==> src/rtl/stack_seq_pkg.sv <==
`default_nettype none
// +--------------------------------------------------------------------+
// | stack_seq_pkg                                                      |
// | Shared types for the stack command sequencer: opcode, response     |
// | status and FSM state encodings.                                    |
// | Rev 1.0 - initial release                                          |
// +--------------------------------------------------------------------+
package stack_seq_pkg;

  localparam int OP_W = 2;

  typedef enum logic [OP_W-1:0] {
    NOP_ILLEGAL = 2'b00,
    PUSH        = 2'b01,
    POP         = 2'b10,
    TOP         = 2'b11
  } op_e;

  typedef enum logic [1:0] {
    OK      = 2'b00,
    FULL    = 2'b01,
    EMPTY   = 2'b10,
    ILLEGAL = 2'b11
  } status_e;

  typedef enum logic [2:0] {
    IDLE      = 3'd0,
    ISSUE     = 3'd1,
    CAPTURE   = 3'd2,
    ISSUE_POP = 3'd3,
    RESP      = 3'd4
  } state_e;

endpackage
`default_nettype wire

==> src/rtl/stack_cmd_sequencer_if.sv <==
`default_nettype none
// +--------------------------------------------------------------------+
// | stack_cmd_if / stack_port_if                                       |
// | stack_cmd_if : command + response valid/ready streams.             |
// |   master = command requester, slave = sequencer.                   |
// |   cmd_valid/cmd_op/cmd_data/rsp_ready  requester -> sequencer      |
// |   cmd_ready/rsp_valid/rsp_data/rsp_status  sequencer -> requester  |
// | stack_port_if : strobe port towards the stack.                     |
// |   master = sequencer, slave = stack.                               |
// |   stk_enable/push/pop/top/data_in  sequencer -> stack              |
// |   stk_data_out/overflow/is_empty   stack -> sequencer              |
// | Rev 1.0 - initial release                                          |
// +--------------------------------------------------------------------+
interface stack_cmd_if #(
  parameter int BITWIDTH = 8
) ();
  logic                             cmd_valid;
  logic                             cmd_ready;
  logic [stack_seq_pkg::OP_W-1:0]   cmd_op;
  logic [BITWIDTH-1:0]              cmd_data;
  logic                             rsp_valid;
  logic                             rsp_ready;
  logic [BITWIDTH-1:0]              rsp_data;
  logic [1:0]                       rsp_status;

  modport master (
    output cmd_valid, cmd_op, cmd_data, rsp_ready,
    input  cmd_ready, rsp_valid, rsp_data, rsp_status
  );

  modport slave (
    input  cmd_valid, cmd_op, cmd_data, rsp_ready,
    output cmd_ready, rsp_valid, rsp_data, rsp_status
  );
endinterface

interface stack_port_if #(
  parameter int BITWIDTH = 8
) ();
  logic                stk_enable;
  logic                stk_push;
  logic                stk_pop;
  logic                stk_top;
  logic [BITWIDTH-1:0] stk_data_in;
  logic [BITWIDTH-1:0] stk_data_out;
  logic                stk_overflow;
  logic                stk_is_empty;

  modport master (
    output stk_enable, stk_push, stk_pop, stk_top, stk_data_in,
    input  stk_data_out, stk_overflow, stk_is_empty
  );

  modport slave (
    input  stk_enable, stk_push, stk_pop, stk_top, stk_data_in,
    output stk_data_out, stk_overflow, stk_is_empty
  );
endinterface
`default_nettype wire

==> src/rtl/stack_cmd_sequencer.sv <==
`default_nettype none
// +--------------------------------------------------------------------+
// | stack_cmd_sequencer                                                |
// | Converts accepted stack commands into single-cycle push/pop/top    |
// | strobes, refusing commands the stack flags say are illegal, and    |
// | returns one registered response per command.                       |
// | Ports: clk, rst_n (async, active low),                             |
// |   cmd : stack_cmd_if.slave   (command in / response out)           |
// |   stk : stack_port_if.master (strobes out / flags + data in)       |
// | Option: STACK_SEQ_POP_DATA_EN - POP runs TOP, CAPTURE, ISSUE_POP   |
// |   so the response carries the popped word.                         |
// | Rev 1.0 - initial release                                          |
// +--------------------------------------------------------------------+
module stack_cmd_sequencer
  import stack_seq_pkg::*;
#(
  parameter int BITWIDTH  = 8,
  parameter int STACKSIZE = 32
) (
  input  wire logic   clk,
  input  wire logic   rst_n,
  stack_cmd_if.slave  cmd,
  stack_port_if.master stk
);

  // Depth is only meaningful to the surrounding stack; reject nonsense.
  if (STACKSIZE < 1) begin : g_stacksize_check
    $error("STACKSIZE must be at least 1");
  end

  state_e              state_q, state_d;
  op_e                 op_q, op_d;
  logic [BITWIDTH-1:0] stk_data_in_q, stk_data_in_d;
  logic                stk_push_q, stk_push_d;
  logic                stk_pop_q, stk_pop_d;
  logic                stk_top_q, stk_top_d;
  logic                stk_enable_q, stk_enable_d;
  logic                rsp_valid_q, rsp_valid_d;
  logic [BITWIDTH-1:0] rsp_data_q, rsp_data_d;
  status_e             rsp_status_q, rsp_status_d;
  op_e                 cmd_op;

  assign cmd_op = op_e'(cmd.cmd_op);

  always_ff @(posedge clk or negedge rst_n) begin
    if (!rst_n) begin
      state_q       <= IDLE;
      op_q          <= NOP_ILLEGAL;
      stk_data_in_q <= '0;
      stk_push_q    <= 1'b0;
      stk_pop_q     <= 1'b0;
      stk_top_q     <= 1'b0;
      stk_enable_q  <= 1'b0;
      rsp_valid_q   <= 1'b0;
      rsp_data_q    <= '0;
      rsp_status_q  <= OK;
    end else begin
      state_q       <= state_d;
      op_q          <= op_d;
      stk_data_in_q <= stk_data_in_d;
      stk_push_q    <= stk_push_d;
      stk_pop_q     <= stk_pop_d;
      stk_top_q     <= stk_top_d;
      stk_enable_q  <= stk_enable_d;
      rsp_valid_q   <= rsp_valid_d;
      rsp_data_q    <= rsp_data_d;
      rsp_status_q  <= rsp_status_d;
    end
  end

  // Strobes are computed alongside the transition into ISSUE/ISSUE_POP so
  // their registered copies are high exactly during that state.
  always_comb begin
    state_d       = state_q;
    op_d          = op_q;
    stk_data_in_d = stk_data_in_q;
    stk_push_d    = 1'b0;
    stk_pop_d     = 1'b0;
    stk_top_d     = 1'b0;
    rsp_data_d    = rsp_data_q;
    rsp_status_d  = rsp_status_q;

    case (state_q)
      IDLE: begin
        if (cmd.cmd_valid) begin
          rsp_data_d   = '0;
          rsp_status_d = OK;
          op_d         = cmd_op;
          case (cmd_op)
            PUSH: begin
              if (stk.stk_overflow) begin
                rsp_status_d = FULL;
                state_d      = RESP;
              end else begin
                stk_data_in_d = cmd.cmd_data;
                stk_push_d    = 1'b1;
                state_d       = ISSUE;
              end
            end
            POP: begin
              if (stk.stk_is_empty) begin
                rsp_status_d = EMPTY;
                state_d      = RESP;
              end else begin
`ifdef STACK_SEQ_POP_DATA_EN
                // Read the word first so the response can carry it.
                stk_top_d = 1'b1;
`else
                stk_pop_d = 1'b1;
`endif
                state_d   = ISSUE;
              end
            end
            TOP: begin
              if (stk.stk_is_empty) begin
                rsp_status_d = EMPTY;
                state_d      = RESP;
              end else begin
                stk_top_d = 1'b1;
                state_d   = ISSUE;
              end
            end
            default: begin
              rsp_status_d = ILLEGAL;
              state_d      = RESP;
            end
          endcase
        end
      end

      ISSUE: begin
`ifdef STACK_SEQ_POP_DATA_EN
        state_d = (op_q == TOP || op_q == POP) ? CAPTURE : RESP;
`else
        state_d = (op_q == TOP) ? CAPTURE : RESP;
`endif
      end

      CAPTURE: begin
        // Stack output register was updated by the edge that ended ISSUE.
        rsp_data_d = stk.stk_data_out;
`ifdef STACK_SEQ_POP_DATA_EN
        if (op_q == POP) begin
          stk_pop_d = 1'b1;
          state_d   = ISSUE_POP;
        end else begin
          state_d   = RESP;
        end
`else
        state_d = RESP;
`endif
      end

      ISSUE_POP: begin
        state_d = RESP;
      end

      RESP: begin
        if (cmd.rsp_ready) begin
          state_d = IDLE;
        end
      end

      default: begin
        state_d = IDLE;
      end
    endcase

    stk_enable_d = stk_push_d | stk_pop_d | stk_top_d;
    rsp_valid_d  = (state_d == RESP);
  end

  // rst_n gates ready so nothing is accepted while reset is held.
  assign cmd.cmd_ready   = (state_q == IDLE) && rst_n;
  assign cmd.rsp_valid   = rsp_valid_q;
  assign cmd.rsp_data    = rsp_data_q;
  assign cmd.rsp_status  = rsp_status_q;

  assign stk.stk_enable  = stk_enable_q;
  assign stk.stk_push    = stk_push_q;
  assign stk.stk_pop     = stk_pop_q;
  assign stk.stk_top     = stk_top_q;
  assign stk.stk_data_in = stk_data_in_q;

endmodule
`default_nettype wire

==> src/flat_wrapper.sv <==
// flat-port wrapper written by rule: the top's interface ports become plain ports
module stack_cmd_sequencer_flat import stack_seq_pkg::*;
#(
  parameter int BITWIDTH  = 8,
  parameter int STACKSIZE = 32
)
  (clk, rst_n, cmd_cmd_valid, cmd_cmd_op, cmd_cmd_data, cmd_rsp_ready, cmd_cmd_ready, cmd_rsp_valid, cmd_rsp_data, cmd_rsp_status, stk_stk_enable, stk_stk_push, stk_stk_pop, stk_stk_top, stk_stk_data_in, stk_stk_data_out, stk_stk_overflow, stk_stk_is_empty);
  stack_cmd_if #(.BITWIDTH(BITWIDTH)) cmd_i ();
  stack_port_if #(.BITWIDTH(BITWIDTH)) stk_i ();
  input  wire logic clk;
  input  wire logic rst_n;
  input wire logic [$bits(cmd_i.cmd_valid)-1:0] cmd_cmd_valid;
  input wire logic [$bits(cmd_i.cmd_op)-1:0] cmd_cmd_op;
  input wire logic [$bits(cmd_i.cmd_data)-1:0] cmd_cmd_data;
  input wire logic [$bits(cmd_i.rsp_ready)-1:0] cmd_rsp_ready;
  output wire logic [$bits(cmd_i.cmd_ready)-1:0] cmd_cmd_ready;
  output wire logic [$bits(cmd_i.rsp_valid)-1:0] cmd_rsp_valid;
  output wire logic [$bits(cmd_i.rsp_data)-1:0] cmd_rsp_data;
  output wire logic [$bits(cmd_i.rsp_status)-1:0] cmd_rsp_status;
  output wire logic [$bits(stk_i.stk_enable)-1:0] stk_stk_enable;
  output wire logic [$bits(stk_i.stk_push)-1:0] stk_stk_push;
  output wire logic [$bits(stk_i.stk_pop)-1:0] stk_stk_pop;
  output wire logic [$bits(stk_i.stk_top)-1:0] stk_stk_top;
  output wire logic [$bits(stk_i.stk_data_in)-1:0] stk_stk_data_in;
  input wire logic [$bits(stk_i.stk_data_out)-1:0] stk_stk_data_out;
  input wire logic [$bits(stk_i.stk_overflow)-1:0] stk_stk_overflow;
  input wire logic [$bits(stk_i.stk_is_empty)-1:0] stk_stk_is_empty;
  assign cmd_i.cmd_valid = cmd_cmd_valid;
  assign cmd_i.cmd_op = cmd_cmd_op;
  assign cmd_i.cmd_data = cmd_cmd_data;
  assign cmd_i.rsp_ready = cmd_rsp_ready;
  assign cmd_cmd_ready = cmd_i.cmd_ready;
  assign cmd_rsp_valid = cmd_i.rsp_valid;
  assign cmd_rsp_data = cmd_i.rsp_data;
  assign cmd_rsp_status = cmd_i.rsp_status;
  assign stk_stk_enable = stk_i.stk_enable;
  assign stk_stk_push = stk_i.stk_push;
  assign stk_stk_pop = stk_i.stk_pop;
  assign stk_stk_top = stk_i.stk_top;
  assign stk_stk_data_in = stk_i.stk_data_in;
  assign stk_i.stk_data_out = stk_stk_data_out;
  assign stk_i.stk_overflow = stk_stk_overflow;
  assign stk_i.stk_is_empty = stk_stk_is_empty;
  stack_cmd_sequencer #(.BITWIDTH(BITWIDTH), .STACKSIZE(STACKSIZE)) u_core (.clk(clk), .rst_n(rst_n), .cmd(cmd_i), .stk(stk_i));
endmodule
==> config.mk <==
export PLATFORM = sky130hd
export DESIGN_NAME = stack_cmd_sequencer_flat
export DESIGN_NICKNAME = d
export VERILOG_FILES = /design/src/rtl/stack_seq_pkg.sv /design/src/rtl/stack_cmd_sequencer_if.sv /design/src/rtl/stack_cmd_sequencer.sv /design/src/flat_wrapper.sv
export SDC_FILE = /design/constraint.sdc
export NUM_CORES = 1
export LEC_CHECK = 0
export CORE_MARGIN = 2
export CORE_UTILIZATION = 41
export CTS_BUF_LIST = sky130_fd_sc_hd__clkbuf_16
export CTS_CLUSTER_DIAMETER = 50
export CTS_CLUSTER_SIZE = 8
export DETAILED_ROUTE_END_ITERATION = 8
export GPL_ROUTABILITY_DRIVEN = 1
export PLACE_DENSITY = 0.89
export SETUP_SLACK_MARGIN = 0.05
export SLEW_MARGIN = 40
export SYNTH_ARGS = -nofsm -noshare
export SYNTH_HDL_FRONTEND = slang
export SYNTH_SLANG_ARGS = --single-unit
==> constraint.sdc <==
create_clock -name clk -period 1.98 [get_ports clk]
set_clock_uncertainty 0.2 [all_clocks]
set_input_delay 0.495 -clock clk [delete_from_list [all_inputs] [get_ports clk]]
set_output_delay 0.495 -clock clk [all_outputs]
set_load 0.1 [all_outputs]
==> results.md, run 1 <==
* Vias at 932
* Critical Path AT at between 1 and 1.5 ns
* RR Endpoint: u_core.cmd.rsp_status[0]$_DFFE_PN0P_
* Slew HR at 0.769
* Total track usage at 0.222
* Share of the synthesized area in the top cell type at 0.640
* PwrDens at between 1500 and 2000 mW/mm2
* Starting Density at 0.438
* Initial DRC Count at 16
* EDFF count, synth at 0
* CTS hold repair buffers at 0
* Crit path max fanout at 2
* Core area at between 0.002 and 0.0025 mm2
* Multi-input gate area at ~420 um2
* Yosys warns at 0
* Syn_nets at approximately 110
* CTS root buf: clkbuf_16
* Netlist cell types at 21
* IO Port Bufs at 47
* Final setup fails at 0
* Die Span X at around 56 um
* Row count at 18
* P_leak at 0.946 nW
* Post-Layout Cell Count at between 150 and 200
* Vias in the first global route at ~1,000
* Synth area leader: dfrtp_1
* Final hold vios at 0
* Critical Path End: cmd_cmd_ready
* Antenna Cells at 0
* # fillers at 133
* Sequential fraction of design power at 0.269
* Global-route wire length before repair at between 5 and 6 mm
* Wirelength per Cell at between 15 and 20 um
* Gate power share at 0.592
* Most frequent cell after synthesis: dfrtp_1
* Clk slew on worst S/H paths at around 0.07 ns
* CP Launch Type: flip-flop
* Reg2reg setup slack at 0.12 ns
* Sequential fraction of the synthesis area at 0.640
* Final min period at between 1.5 and 2 ns
* RSZ-0062 raised after global routing: true
* Crit path kind: reg2out
* Cells after Synth at 81
* Post-DP HPWL at 2.26 mm
* CTS sink cnt at 28
* R2R Path Start: u_core.state_q[0]$_DFF_PN0_
* Tightest Pin Transition at between 0.3 and 0.4 ns
* IO Pins at 48
* Area of placed instances at roughly 0.0019 mm2
* Max-Cap Viols at 0
* CTS tree: yes
* Largest net degree at the start of global routing at 29
* DIE AREA at roughly 0.0031 mm2
* Worst-skew pair later-pin latency at 0.26 ns
* Worst path required time at 1.28 ns
* Top FF cell, synth: dfrtp_1
* Mapped cell area at ~0.0011 mm2
* Post-route cell area at approximately 0.0021 mm2
* Sw Share at 0.475
* Worst vdd ir at approximately 0.0015 V
* Fin crit share at 0.984
* Gpl congestion at between 0.8 and 0.9
* Storage cell area at 704 um2
* Layout area overhead at 88.5%
* Max frequency at 513 MHz
* Final ANT Viol Nets at 0
* Top cells by area, synth: dfrtp_1 64%, mux2_2 8.2%, a22o_1 6.4%
* Cells on worst reg2reg path at 4
* Placed insts at approximately 170
* Gr ovfl total at 0
* Initial antenna violation count at 0
* Clock Power Share at 0.139
* Worst Setup End Kind: output pin
* P_sw at about 1.6 mW
* TritonRoute pass-1 iters at 4
* Worst min path class: in2async
* Synthesized area per cell at between 10 and 15 um2
* Clock Path Buffers at 2
* Synth Register Bits at 28
* Status: finished clean
* Layout cells sized above 1 at 0.417
* Final #Nets at approximately 170
* Routed WL at between 3 and 4 mm
* Crit path launch: u_core.state_q[2]$_DFF_PN0_
* Pint at approximately 1.7 mW
* Num CTS Buffers at 3
* H-tree depth at 1
* Vias/cell at 5.36
* Async S/R FF share, synth at 1.00
* Die Y at approximately 56 um
* Final Max Tran Viols at 0
* Drt drc at 0
* Synth top cells by count: 28 x dfrtp_1, 11 x nand2_1, 8 x a22o_1, 8 x mux2_2, 6 x nor2_1
==> area by class of cell <==
cell class | count | area share
timing repair buffer | 61 | 0.398
clock inverter | 1 | 0.00182
clock buffer | 3 | 0.0364
sequential | 28 | 0.341
tap | 30 | 0.0182
multi-input combinational | 50 | 0.203
inverter | 1 | 0.00182
==> registers in the layout, indices dropped and copies added (netlist names) <==
| name | flops |
|---|---|
| u_core.cmd.rsp_data | 8 |
| u_core.stk.stk_data_in | 8 |
| u_core.state_q | 3 |
| u_core.cmd.rsp_status | 2 |
| u_core.op_q | 2 |
| u_core.cmd.rsp_valid | 1 |
| u_core.stk.stk_enable | 1 |
| u_core.stk.stk_pop | 1 |
| u_core.stk.stk_push | 1 |
| u_core.stk.stk_top | 1 |
==> kinds of logic after synthesis <==
family	count (synthesis)	share of synthesized area
flops	28	0.640
buf+inv	3	0.0183
compound gates	15	0.110
mux	8	0.0823
simple gates	27	0.150
==> worst max-delay path, stage by stage, from the launching register on <==
cell and delay (ns):
dfrtp_2 0.43, nor4b_4 0.34, buf_12 0.22
==> power by group through the flow <==
stage,Sequential [mW],Clock (mW),Combinational (mW)
after floorplan,1.71,0,0.299
after detailed placement,0.919,0,1.87
after global placement,0.904,0,1.83
after CTS,0.891,0.468,1.95
after global routing,0.906,0.493,2.01
final,0.888,0.459,1.96
==> how the worst min path moves through the flow <==
stage	startpoint	end	slack (ns)	cells past startpoint
after floorplan	rst_n	u_core.cmd.rsp_data[0]$_DFFE_PN0P_	-0.0006	0
after global placement	u_core.op_q[1]$_DFFE_PN0P_	u_core.op_q[1]$_DFFE_PN0P_	0.27	2
after detailed placement	u_core.op_q[1]$_DFFE_PN0P_	u_core.op_q[1]$_DFFE_PN0P_	0.28	2
after CTS	rst_n	u_core.stk.stk_data_in[0]$_DFFE_PN0P_	0.22	2
after global routing	rst_n	u_core.stk.stk_data_in[0]$_DFFE_PN0P_	0.24	2
final	rst_n	u_core.stk.stk_data_in[0]$_DFFE_PN0P_	0.19	2
==> cells in the final DEF (no fill, tap or decap), types with 2 or more instances in the layout <==
cell type	count
dfrtp_1	25
buf_12	24
clkdlybuf4s50_1	21
buf_4	13
nand2_1	11
a22o_1	8
mux2_2	8
nor2_1	6
clkbuf_16	3
dfrtp_2	3
a21oi_1	2
o31ai_4	2
o21bai_1	2
nor4b_4	2
==> stage by stage <==
step	util	worst slack (ns)	power [mW]	TNS [ns]	hold WS (ns)
floorplan	-	-0.301	2.01	-0.301	-0.000591
global placement	0.767	-0.172	2.73	-2.81	0.268
detailed placement	0.767	-0.207	2.79	-3.52	0.279
CTS	0.817	0.0325	3.30	0	0.218
global route	0.825	-0.00977	3.41	-0.00977	0.237
finish	0.825	0.0310	3.30	0	0.191
==> per-layer routing <==
layer	vias up	share of wire	global-route usage
met5	-	0	0
met4	0	0.041	0.136
met3	13	0.061	0.0628
met2	46	0.55	0.408
met1	458	0.35	0.215
li1	415	-	-
==> repair_timing <==
action,in CTS,in global routing
resized for setup,6,5
pin swaps,1,2
buffers inserted,4,0
setup endpoints to repair,2,5
No activity file was read; power rests on OpenSTA's default activity.
==> run 2: changes to the inputs <==
CAP_MARGIN = 20   (was default)
GPL_TIMING_DRIVEN = 0   (was default)
==> run 2 against run 1 <==
Against the previous run:
- setup slack lost 0.011 ns
- combinational power shrank 19%
- sequential share of layout area grew 6.3 points
- via count shrank 4.9%
- critical endpoint unchanged
- critical path type unchanged
- critical path depth grew 1
- largest power group unchanged
- register-to-register slack lost 0.06 ns
- clock power shrank 4%
- wire length shrank 22%
- worst hold slack gained 0.096 ns
==> results.md, run 2 (same netlist as run 1, synthesis figures left out) <==
* Max-Cap Viols at 0 (unchanged)
* Final min period at 1.96 ns (+0.0107 ns)
* Global-route wire length before repair at 4.20 mm (-18%)
* Max frequency at 510 MHz (-0.54%)
* # fillers at 190 (+43%)
* Area of placed instances at 0.00150 mm2 (-22%)
* Post-route cell area at 0.00174 mm2 (-16%)
* Slew HR at 0.676 (-0.0931)
* Largest net degree at the start of global routing at 29 (unchanged)
* Vias/cell at 5.12 (-4.4%)
* Row count at 18 (unchanged)
* Most frequent cells in the layout: 26 x dfrtp_1, 23 x buf_2, 21 x clkdlybuf4s50_1
* Fin crit share at 0.990 (+0.00538)
* WHS at 0.287 ns (+0.0959 ns)
* Drt drc at 0 (unchanged)
* Routed WL at 2.46 mm (-22%)
* Status: finished clean
* Final hold vios at 0 (unchanged)
* Initial DRC Count at 14 (-2)
* Crit path max fanout at 3 (+1)
* Core area at 0.00250 mm2 (unchanged)
* Gpl congestion at 0.777 (-4.8%)
* Met1 Use GR at 0.198 (-0.0165)
* IO Pins at 48 (unchanged)
* Core Util, Final at 0.696 (-0.130)
* Worst-skew pair later-pin latency at 0.25 ns (about the same)
* Starting Density at 0.438 (unchanged)
* Worst path required time at 1.28 ns (about the same)
* Final ANT Viol Nets at 0 (unchanged)
* H-tree depth at 1 (unchanged)
* Worst Setup End Kind: output pin
* P_leak at 0.859 nW (-9.2%)
* GRT met3 Usage at 0.0442 (-0.0186)
* Setup_tns at 0 ns (unchanged)
* Layout area overhead at 58.9%
* PwrDens at 1630 mW/mm2 (+1.6%)
* Final setup fails at 0 (unchanged)
* Clock Path Buffers at 2 (unchanged)
* DIE AREA at 0.00310 mm2 (unchanged)
* Crit path kind: reg2out
* Antenna Cells at 0 (unchanged)
* Die Span X at 55.7 um (unchanged)
* Commonest non-fill, non-tap cell in the layout: dfrtp_1
* Num CTS Buffers at 3 (unchanged)
* Gr ovfl total at 0 (unchanged)
* Met2 usage in global routing at 0.301 (-0.107)
* IO Port Bufs at 47 (unchanged)
* Post-DP HPWL at 1.76 mm (-22%)
* Tightest Pin Transition at 0.490 ns (+0.143 ns)
* Die Y at 55.7 um (unchanged)
* Final #Nets at 168 (-0.59%)
* CP Launch Type: flip-flop
* CTS sink cnt at 28 (unchanged)
* TritonRoute pass-1 iters at 3 (-1)
* GR peak layer: met2
* CTS root buf: clkbuf_16
* Final Max Tran Viols at 0 (unchanged)
* Vias in the first global route at 970 (-7.4%)
* Initial antenna violation count at 0 (unchanged)
* Worst vdd ir at 0.00161 V (+5.4%)
* Critical Path AT at 1.26 ns (about the same)
* CTS tree: yes
* Worst slack at placement at -0.565 ns (-0.359 ns)
* RSZ-0062 raised after global routing: true
* Vias at 886 (-4.9%)
* Clk slew on worst S/H paths at 0.07 ns (about the same)
* Wirelength per Cell at 14.2 um (-21%)
* Worst min path class: reg2reg
* Total track usage at 0.167 (-0.0544)
* Final worst setup slack at 0.0203 ns (-0.0107 ns)
* Layout cells sized above 1 at 0.420 (+0.00291)
==> run 2: changes by cell type in the layout (fill, tap and decap cells not counted), sizes merged <==
cell,change
dlygate4sd3,+1
dlymetal6s2s,-1
buf,-1
==> run 2: critical path, stage by stage, from the launching register on <==
cell and delay (ns):
dfrtp_1 0.38, buf_6 0.13, nor4b_4 0.25, buf_6 0.26
==> run 2: what timing repair did <==
action,CTS,global route
gates resized for setup,11,5
pin swaps,2,2
endpoints found under the hold margin,28,0
hold buffers,2,0
endpoints found under the setup margin,20,12
setup buffers,8,1
==> run 2: final cells by class <==
| cell class | count | area, um2 | area share |
|---|---|---|---|
| clock buffers | 3 | 75.1 | 0.0432 |
| inverters | 1 | 3.75 | 0.00216 |
| multi-input cells | 50 | 435 | 0.250 |
| clock inverters | 1 | 3.75 | 0.00216 |
| plain buffers | 2 | 22.5 | 0.0129 |
| flip-flops and latches | 28 | 703 | 0.404 |
| well taps | 30 | 37.5 | 0.0216 |
| repair buffers | 58 | 458 | 0.263 |
==> run 2: metrics by stage <==
step / total power [mW] / cells
final: 2.83 / 173
after global routing: 2.94 / 173
after CTS: 2.80 / 172
after detailed placement: 2.27 / 158
after global placement: 2.37 / 158
after floorplan: 2.01 / 81
==> run 2: worst paths after layout <==
kind                                                              to  slack [ns]                         from  cells after the start
worst max-delay path                                   cmd_cmd_ready        0.02  u_core.state_q[2]$_DFF_PN0_                      3
worst min-delay path                      u_core.op_q[1]$_DFFE_PN0P_        0.29   u_core.op_q[1]$_DFFE_PN0P_                      2
worst max register to register           u_core.state_q[2]$_DFF_PN0_        0.06  u_core.state_q[1]$_DFF_PN0_                      5
worst min register to register            u_core.op_q[1]$_DFFE_PN0P_        0.29   u_core.op_q[1]$_DFFE_PN0P_                      2
max in group asynchronous                u_core.state_q[0]$_DFF_PN0_        0.84                        rst_n                      3
min in group asynchronous       u_core.cmd.rsp_status[1]$_DFFE_PN0P_        0.56                        rst_n                      3
==> run 2: routing by layer <==
metal  routed length, um  share of wire  vias to the layer above
met3                 135          0.055                        2
li1                    -              -                      414
met2                1320           0.54                       31
met4                  12         0.0049                        0
met1                 991           0.40                      439
met5                   0              0                        -
==> run 2: power by group <==
part / internal, mW / switching, mW / total (mW)
logic: 0.378 / 1.20 / 1.58
registers: 0.725 / 0.0787 / 0.804
clock network: 0.270 / 0.173 / 0.442
==> run 3: changes to the inputs <==
CELL_PAD_IN_SITES_DETAIL_PLACEMENT = 0   (was default)
CELL_PAD_IN_SITES_GLOBAL_PLACEMENT = 1   (was default)
CORE_UTILIZATION = 31   (was 41)
PLACE_DENSITY = 0.88   (was 0.89)
==> run 3 against run 2 <==
Against the previous run:
- combinational power shrank 4%
- total power rose by 2.2%
- register-to-register slack is essentially flat
- non-clock buffer count decreased by 4
- sequential share of layout area is 0.14 points lower
- setup slack improved by 0.0077 ns
- worst hold slack worse by 0.0088 ns
- sequential cell count did not move
- clock power increased by 33%
- fmax is 0.39% higher
- global-route usage decreased by 3.9 points
==> results.md, run 3 (same netlist as run 1, synthesis figures left out) <==
* Crit path max fanout at 8 (+5)
* Status: finished clean
* Final hold vios at 0 (unchanged)
* Post-DP HPWL at 1.71 mm (-2.8%)
* Core area at 0.00336 mm2 (+35%)
* R2R Path Start: u_core.state_q[0]$_DFF_PN0_
* Most frequent cells in the layout: 26 x dfrtp_1, 23 x buf_2, 19 x clkdlybuf4s50_1
* Critical Path AT at 1.26 ns (about the same)
* Layout cells sized above 1 at 0.396 (-0.0239)
* Final setup fails at 0 (unchanged)
* Worst vdd ir at 0.00114 V (-30%)
* CTS sink cnt at 28 (unchanged)
* Gr ovfl total at 0 (unchanged)
* Vias at 848 (-4.3%)
* DR top layer: met4
* IO Pins at 48 (unchanged)
* Initial antenna violation count at 0 (unchanged)
* RSZ-0062 raised after global routing: true
* Global-route wire length before repair at 4.02 mm (-4.1%)
* Crit path launch: u_core.state_q[2]$_DFF_PN0_
* IO Port Bufs at 47 (unchanged)
* Crit path kind: reg2out
* Max-Cap Viols at 0 (unchanged)
* CP Launch Type: flip-flop
* Drt drc at 0 (unchanged)
* Final Max Tran Viols at 0 (unchanged)
* Worst Setup End Kind: output pin
* Worst path required time at 1.28 ns (about the same)
* P_leak at 0.876 nW (+1.9%)
* Antenna Cells at 0 (unchanged)
* Placed insts at 174 (+10%)
* Vias in the first global route at 878 (-9.5%)
* Starting Density at 0.326 (-0.112)
* Commonest non-fill, non-tap cell in the layout: dfrtp_1
* Initial DRC Count at 8 (-6)
* Cells on worst reg2reg path at 5 (unchanged)
* Hold Crit Depth at 2 (unchanged)
* Hold path startpoint: u_core.op_q[1]$_DFFE_PN0P_
* CTS root buf: clkbuf_16
* # fillers at 318 (+67%)
* WHS at 0.278 ns (-0.00881 ns)
* Met1 WL at 977 um (-1.4%)
* Die Y at 63.4 um (+14%)
* Tightest Pin Transition at 0.531 ns (+0.0409 ns)
* Total track usage at 0.128 (-0.0389)
* Row count at 21 (+3)
* Clock Path Buffers at 2 (unchanged)
* Worst slack at placement at -0.521 ns (+0.0440 ns)
* Critical Path End: cmd_cmd_ready
* Storage cell area at 703 um2 (unchanged)
* Multi-input gate area at 420 um2 (-3.4%)
* Die Span X at 63.4 um (+14%)
* Worst-skew pair later-pin latency at 0.26 ns (about the same)
* Final worst setup slack at 0.0280 ns (+0.00769 ns)
* Final ANT Viol Nets at 0 (unchanged)
* RR Endpoint: u_core.cmd.rsp_valid$_DFF_PN0_
* Final #Nets at 164 (-2.4%)
* Fin crit share at 0.986 (-0.00388)
* TritonRoute pass-1 iters at 3 (unchanged)
* Detail Route met2 WL at 1.24 mm (-6.6%)
* H-tree depth at 1 (unchanged)
* Largest net degree at the start of global routing at 29 (unchanged)
* Clk slew on worst S/H paths at 0.07 ns (about the same)
* DIE AREA at 0.00402 mm2 (+30%)
* Post-Layout Cell Count at 185 (+6.9%)
* CTS tree: yes
* Slew HR at 0.645 (-0.0311)
* Num CTS Buffers at 3 (unchanged)
* Final min period at 1.95 ns (-0.00769 ns)
* Vias/cell at 4.58 (-10%)
* DR WL met3 at 138 um (+2.2%)
* Max frequency at 512 MHz (+0.39%)
* Reg2reg setup slack at 0.07 ns (about the same)
* PwrDens at 1660 mW/mm2 (+1.9%)
* Worst min path class: reg2reg
* Layout area overhead at 59.4%
* Wirelength per Cell at 12.8 um (-10%)
* Gpl congestion at 0.644 (-17%)
* Routed WL at 2.37 mm (-3.8%)
-- run 3: area by class of cell --
cell class,count,area share
buffer,2,0.0129
clock buffer,3,0.0430
clock inverter,1,0.0172
inverter,1,0.00215
multi-input combinational,50,0.241
sequential,28,0.403
tap,46,0.0330
timing repair buffer,54,0.248
-- run 3: what timing repair did --
action	CTS	global route
pin swaps	1	1
endpoints found under the hold margin	28	0
resized for setup	13	3
setup buffers	4	1
setup endpoints to repair	11	19
hold buffers	2	0
-- run 3: power breakdown --
group | leakage [nW] | switching [mW] | internal, mW
clock | 0.0511 | 0.184 | 0.402
combinational | 0.463 | 1.18 | 0.326
sequential | 0.362 | 0.0755 | 0.725
total | 0.876 | 1.44 | 1.45
-- run 3: worst min-delay path by stage --
stage and to:
4_1_cts u_core.op_q[1]$_DFFE_PN0P_, 3_5_place_dp u_core.op_q[1]$_DFFE_PN0P_, 3_3_place_gp u_core.op_q[1]$_DFFE_PN0P_, 2_1_floorplan u_core.cmd.rsp_data[0]$_DFFE_PN0P_, 5_1_grt u_core.cmd.rsp_data[5]$_DFFE_PN0P_, 6_report u_core.op_q[1]$_DFFE_PN0P_
-- run 3: worst max-delay path: stages (launching register included) --
cell and delay [ns]:
dfrtp_1 0.38, buf_6 0.14, nor4b_4 0.22, buf_6 0.26
-- run 3: metrics by stage --
stage                      util  power, mW  instance area, um2  setup TNS, ns
after floorplan               -       2.01                1120         -0.301
after global placement    0.489       2.37                1640         -16.42
after detailed placement  0.452       2.26                1520          -6.27
after CTS                 0.514       2.91                1730              0
after global routing      0.519       3.01                1750        -0.0130
final                     0.519       2.89                1750              0
-- run 3: per-layer routing --
metal | up-vias | GRT usage
li1 | 407 | -
met1 | 408 | 0.145
met2 | 31 | 0.233
met3 | 2 | 0.0357
met4 | 0 | 0.0408
met5 | - | 0
